`config.mk`:
```
export PLATFORM = sky130hd
export DESIGN_NAME = axi_phase_sequencer
export DESIGN_NICKNAME = d
export VERILOG_FILES = /design/src/rtl/axi_phase_sequencer.sv
export SDC_FILE = /design/constraint.sdc
export NUM_CORES = 1
export LEC_CHECK = 0
export CAP_MARGIN = 10
export CORE_ASPECT_RATIO = 2
export CORE_MARGIN = 2
export CORE_UTILIZATION = 53
export CTS_CLUSTER_DIAMETER = 60
export DETAILED_ROUTE_END_ITERATION = 10
export PLACE_DENSITY = 0.9
export SYNTH_ARGS = -nofsm -noshare
export SYNTH_HDL_FRONTEND = slang
export SYNTH_SLANG_ARGS = --single-unit
```
`constraint.sdc`:
```
create_clock -name clk -period 2.2 [get_ports clk]
set_input_delay 0.33 -clock clk [delete_from_list [all_inputs] [get_ports clk]]
set_output_delay 0.33 -clock clk [all_outputs]
set_load 0.02 [all_outputs]
```
`src/rtl/axi_phase_sequencer.sv`:
```
// Run controller for the AXI4 width-converter bench: steps the four channel
// drivers through every phase, then the optional byte-verification phase.
module axi_phase_sequencer #(
   parameter int TOTAL_TEST_COUNT         = 64,
   parameter int PHASE_TEST_COUNT         = 8,
   parameter int BYTE_VERIFICATION_ENABLE = 1,
   parameter int TIMEOUT_CYCLES           = 4096,
   parameter int PHASE_W                  = 8
) (
   input  logic               clk,
   input  logic               rst_n,
   input  logic               start,
   input  logic               write_addr_phase_done,
   input  logic               write_data_phase_done,
   input  logic               read_addr_phase_done,
   input  logic               read_data_phase_done,
   input  logic               byte_verification_channel_done,
   output logic               write_addr_phase_start,
   output logic               write_data_phase_start,
   output logic               read_addr_phase_start,
   output logic               read_data_phase_start,
   output logic [PHASE_W-1:0] current_phase,
   output logic               byte_verification_phase_start,
   output logic               byte_verification_phase_done,
   output logic               test_execution_completed,
   output logic               phase_timeout,
   output logic               busy,
   output logic [2:0]         dbg_state
);

   localparam int NUM_PHASES = (PHASE_TEST_COUNT > 0) ? TOTAL_TEST_COUNT / PHASE_TEST_COUNT : 1;
   localparam int REMAINDER  = (PHASE_TEST_COUNT > 0) ? TOTAL_TEST_COUNT % PHASE_TEST_COUNT : 0;
   localparam int CNT_W      = (TIMEOUT_CYCLES > 0) ? $clog2(TIMEOUT_CYCLES + 1) : 1;
   localparam logic [CNT_W-1:0]   CNT_LAST   = CNT_W'((TIMEOUT_CYCLES > 0) ? TIMEOUT_CYCLES - 1 : 0);
   localparam logic [CNT_W-1:0]   CNT_MAX    = {CNT_W{1'b1}};
   localparam logic [PHASE_W-1:0] LAST_PHASE = PHASE_W'(NUM_PHASES - 1);
   localparam bit                 WD_EN      = (TIMEOUT_CYCLES > 0);
   localparam bit                 BV_EN      = (BYTE_VERIFICATION_ENABLE != 0);

   if (PHASE_TEST_COUNT <= 0 || REMAINDER != 0) begin : g_bad_params
      $error("PHASE_TEST_COUNT must be >0 and divide TOTAL_TEST_COUNT");
   end

   typedef enum logic [2:0] {
      S_IDLE, S_PH_START, S_PH_WAIT, S_BV_START,
      S_BV_WAIT, S_BV_DONE, S_COMPLETE, S_ERROR
   } state_t;

   state_t             r_state;
   state_t             w_next;
   logic [3:0]         r_done_flags;
   logic [PHASE_W-1:0] r_phase;
   logic [CNT_W-1:0]   r_cnt;
   logic [3:0]         w_done_pulse;
   logic               w_all_done;
   logic               w_last_phase;
   logic               w_timeout;
   logic               w_can_start;

   // Same-cycle pulses count toward completion so the last done advances without a bubble.
   assign w_done_pulse = {write_addr_phase_done, write_data_phase_done,
                          read_addr_phase_done, read_data_phase_done};
   assign w_all_done   = &(r_done_flags | w_done_pulse);
   assign w_last_phase = (r_phase == LAST_PHASE);
   assign w_timeout    = WD_EN && (r_cnt == CNT_LAST);
   assign w_can_start  = (r_state == S_IDLE) || (r_state == S_COMPLETE) || (r_state == S_ERROR);

   always_ff @(posedge clk or negedge rst_n) begin
      if (!rst_n) begin
         r_state <= S_IDLE;
      end else begin
         r_state <= w_next;
      end
   end

   always_comb begin
      w_next = r_state;
      case (r_state)
         S_IDLE, S_COMPLETE, S_ERROR: if (start) w_next = S_PH_START;
         S_PH_START: w_next = S_PH_WAIT;
         S_PH_WAIT: begin
            if (w_all_done) begin
               if (!w_last_phase) w_next = S_PH_START;
               else if (BV_EN)    w_next = S_BV_START;
               else               w_next = S_COMPLETE;
            end else if (w_timeout) begin
               w_next = S_ERROR;
            end
         end
         S_BV_START: w_next = S_BV_WAIT;
         S_BV_WAIT: begin
            if (byte_verification_channel_done) w_next = S_BV_DONE;
            else if (w_timeout)                 w_next = S_ERROR;
         end
         S_BV_DONE: w_next = S_COMPLETE;
         default:   w_next = S_IDLE;
      endcase
   end

   always_ff @(posedge clk or negedge rst_n) begin
      if (!rst_n) begin
         r_done_flags <= '0;
         r_phase      <= '0;
         r_cnt        <= '0;
      end else begin
         if (r_state == S_PH_START)     r_done_flags <= '0;
         else if (r_state == S_PH_WAIT) r_done_flags <= r_done_flags | w_done_pulse;

         if (w_can_start && start) r_phase <= '0;
         else if (r_state == S_PH_WAIT && w_all_done && !w_last_phase) r_phase <= r_phase + 1'b1;

         if (r_state == S_PH_START || r_state == S_BV_START) begin
            r_cnt <= '0;
         end else if ((r_state == S_PH_WAIT || r_state == S_BV_WAIT) && r_cnt != CNT_MAX) begin
            r_cnt <= r_cnt + 1'b1;
         end
      end
   end

   always_comb begin
      write_addr_phase_start         = (r_state == S_PH_START);
      write_data_phase_start         = (r_state == S_PH_START);
      read_addr_phase_start          = (r_state == S_PH_START);
      read_data_phase_start          = (r_state == S_PH_START);
      byte_verification_phase_start  = (r_state == S_BV_START);
      byte_verification_phase_done   = (r_state == S_BV_DONE);
      test_execution_completed       = (r_state == S_COMPLETE);
      phase_timeout                  = (r_state == S_ERROR);
      busy                           = !w_can_start;
      current_phase                  = r_phase;
      dbg_state                      = r_state;
   end

endmodule

```
==> flow_summary.ini <==
[sta]
fin_crit_sh_pct = 94.98
worstMarginPinSlew_ns = 0.6393
period_needed_ns = 2.090
hold_viol = 0
final.setup.worst_slack_ns = 0.1104
grt_setup_unrepaired = false
fin_tns_setup_ns = 0
finalMaxSlewViolations = 0
finalSetupViolCount = 0
slew_headroom_pct = 57.38
finClkSkew_ns = 0.004097
hold_ws_ns = 0.4199
max_freq_mhz = 478.6

[global_routing]
grt_first_pass_wirelength_mm = 7.410
grtUsageTotal_pct = 25.65
grt_pass1_vias = 1654
grt_max_degree = 29
grt_remaining_overflow = 0
antenna_found_initial = 0

[place]
place.gp.congestion = 0.9272
post-place-ws_ns = 0.2137
dp_hpwl_mm = 3.367
io_buffers = 27

[floorplanning]
ios = 28
die-area_um2 = 3811
std_cell_rows = 29
die_h_um = 85.33
dieWidth_um = 44.67
initial_utilization_pct = 55.53
core_um2 = 3157

[power_and_ir_drop]
combPwrFrac_pct = 54.4
switching_share_pct = 44.76
p_leak_nw = 0.9178
power.density_nw_per_um2 = 1087
p_clk_share_pct = 14.3
pwr-share-seq_pct = 31.3
p_int_mw = 1.282
ir_drop_mv = 0.5881
p_switching_mw = 1.039

[logic_synthesis]
ys_warn_count = 0
synth.area.top_cells = dfrtp_1 (40%), mux2i_1 (6.3%), nor2_1 (4.1%)
ys_seq_area_share_pct = 39.97
syn_area_um2 = 1753
synth.largest_area_cell = dfrtp_1
synthFlopType = dfrtp_1
synth_edf_count = 0
async_flop_share_pct = 100.0
avgSynthCellArea_um2 = 9.178
synthCells = 191
yosysUniqueCellTypes = 51
synth_top_cell_area_share_pct = 39.97
synth_nets = 201
synth-seq-cells = 28

[setup_path]
startpoint = dbg_state[2]
crit_family = simple AND/OR/NAND/NOR gates
critPathBufInv = 1
slowest_stage = dfrtp_1
worstSetupStartpointType = register
timing_worst_setup_path_type = reg -> out
cp.arrival_ns = 1.76
critical_path_required_ns = 1.87
rr_startpoint = dbg_state[0]
worstPathCellList = or3_1 > and2_1 > dlygate4sd2_1
reg2reg_depth = 5
worst-path-max-fanout = 8
critPathCaptureType = output port
r2r_slack_ns = 0.25
reg2reg_to = r_cnt[9]
max_stage_delay_ns = 0.47

[cells_and_area]
drive_above_1_share_pct = 14.73
mostFrequentLayoutCell = dfrtp_1
nets = 235
diodes = 0
most-common-layout-cells = dfrtp_1 (28), clkdlybuf4s50_1 (20), nor2_1 (19)
final_util_pct = 67.62
area_delta_synth_final_pct = 21.77

[routing]
vias = 1641
dr.pass1.iters = 4
drt-initial-drc-count = 55
routedWlPerCell_um = 17.55
routed_wl_mm = 4.474
viasPerCell = 6.435
drc = 0
final_antenna_net_count = 0

[clocking]
cts-root-buf = clkbuf_8
path_clk_slew_ns = 0.10
cts_tree = built
cts_buffer_depth = 2
cts_buffers = 3
clkLatencyLatePin_ns = 0.28
numClockSinks = 28
cts_setup_buffers = 0
h-tree-depth = 1

[flow_run]
maxCapViolCount = 0

[min_path]
hold_path_class = in -> async

[outcome]
status = complete, no violations
==> layout make-up <==
type                       instances  area, um^2
clock buffer                       4       55.05
fill                             252        1022
inverter                          10       38.79
multi-input combinational        146       972.2
sequential                        28       700.7
tap                               31       38.79
timing repair buffer              36       329.1
==> synth_stat cells (3+ instances only) <==
cell and n:
nand4_1 8, o211ai_1 3, nor4_1 3, o22ai_1 6
inv_1 9, nand3_1 6, nand2_1 17, and3_1 4
a31oi_1 4, buf_4 4, dfrtp_1 28, a21oi_1 13
a211oi_1 5, nor2_1 19, mux2i_1 11, nor3_1 3
or2_2 5
==> per-layer routing <==
layer | GRT usage [%] | share of wire [%] | vias to the layer above
met5 | 0 | 0 | -
met4 | 16.80 | 5.4 | 0
met3 | 4.468 | 3.4 | 24
met2 | 45.06 | 55 | 46
met1 | 25.79 | 36 | 796
li1 | - | - | 775
==> per-stage QoR <==
step                instance area (um^2)  power (mW)  instances
finish                              2135       2.321        255
global route                        2135       2.461        255
CTS                                 2135       2.307        255
detailed placement                  2087       2.013        251
global placement                    2087       1.977        251
floorplan                           1753       1.534        191
==> repair_timing <==
action | 4_1_cts | 5_1_grt
endpoints found under the setup margin | 7 | 0
hold buffers | 0 | 0
gates resized for setup | 8 | 0
==> worst reg2reg max path: stages (launching register included) <==
cell	delay (ns)
dfrtp_1	0.50
buf_4	0.23
nor2b_2	0.37
nor3_2	0.17
a2111oi_4	0.38
mux2i_1	0.22
==> power groups by stage <==
stage                     clock, mW  combinational, mW  sequential [mW]
final                         0.333               1.26            0.726
after global routing          0.349               1.37            0.743
after CTS                     0.329               1.25            0.724
after detailed placement          0               1.28            0.733
after global placement            0               1.26            0.721
after floorplan                   0              0.791            0.743
==> worst max path at each step <==
stage,end,slack (ns),cells past startpoint
2_1_floorplan,read_data_phase_start,0.05,4
3_3_place_gp,byte_verification_phase_done,0.26,3
3_5_place_dp,busy,0.21,3
4_1_cts,busy,0.13,3
5_1_grt,phase_timeout,0.03,3
6_report,busy,0.11,3
==> flip-flops by register name (all words and copies together), names as in the netlist <==
name / count
dbg_state: 3
r_cnt: 13
r_done_flags: 4
current_phase: 8
==> kinds of logic after synthesis <==
logic type | after synthesis | share of synthesized area, %
AOI/OAI and AO/OA | 46 | 18.84
xor gates and xnor gates | 3 | 1.499
adders and majority gates | 2 | 1.427
buffers and inverters | 17 | 4.568
DFF | 28 | 39.97
muxes | 11 | 6.281
and+or+nand+nor | 84 | 27.41
No activity file was read; power rests on OpenSTA's default activity.
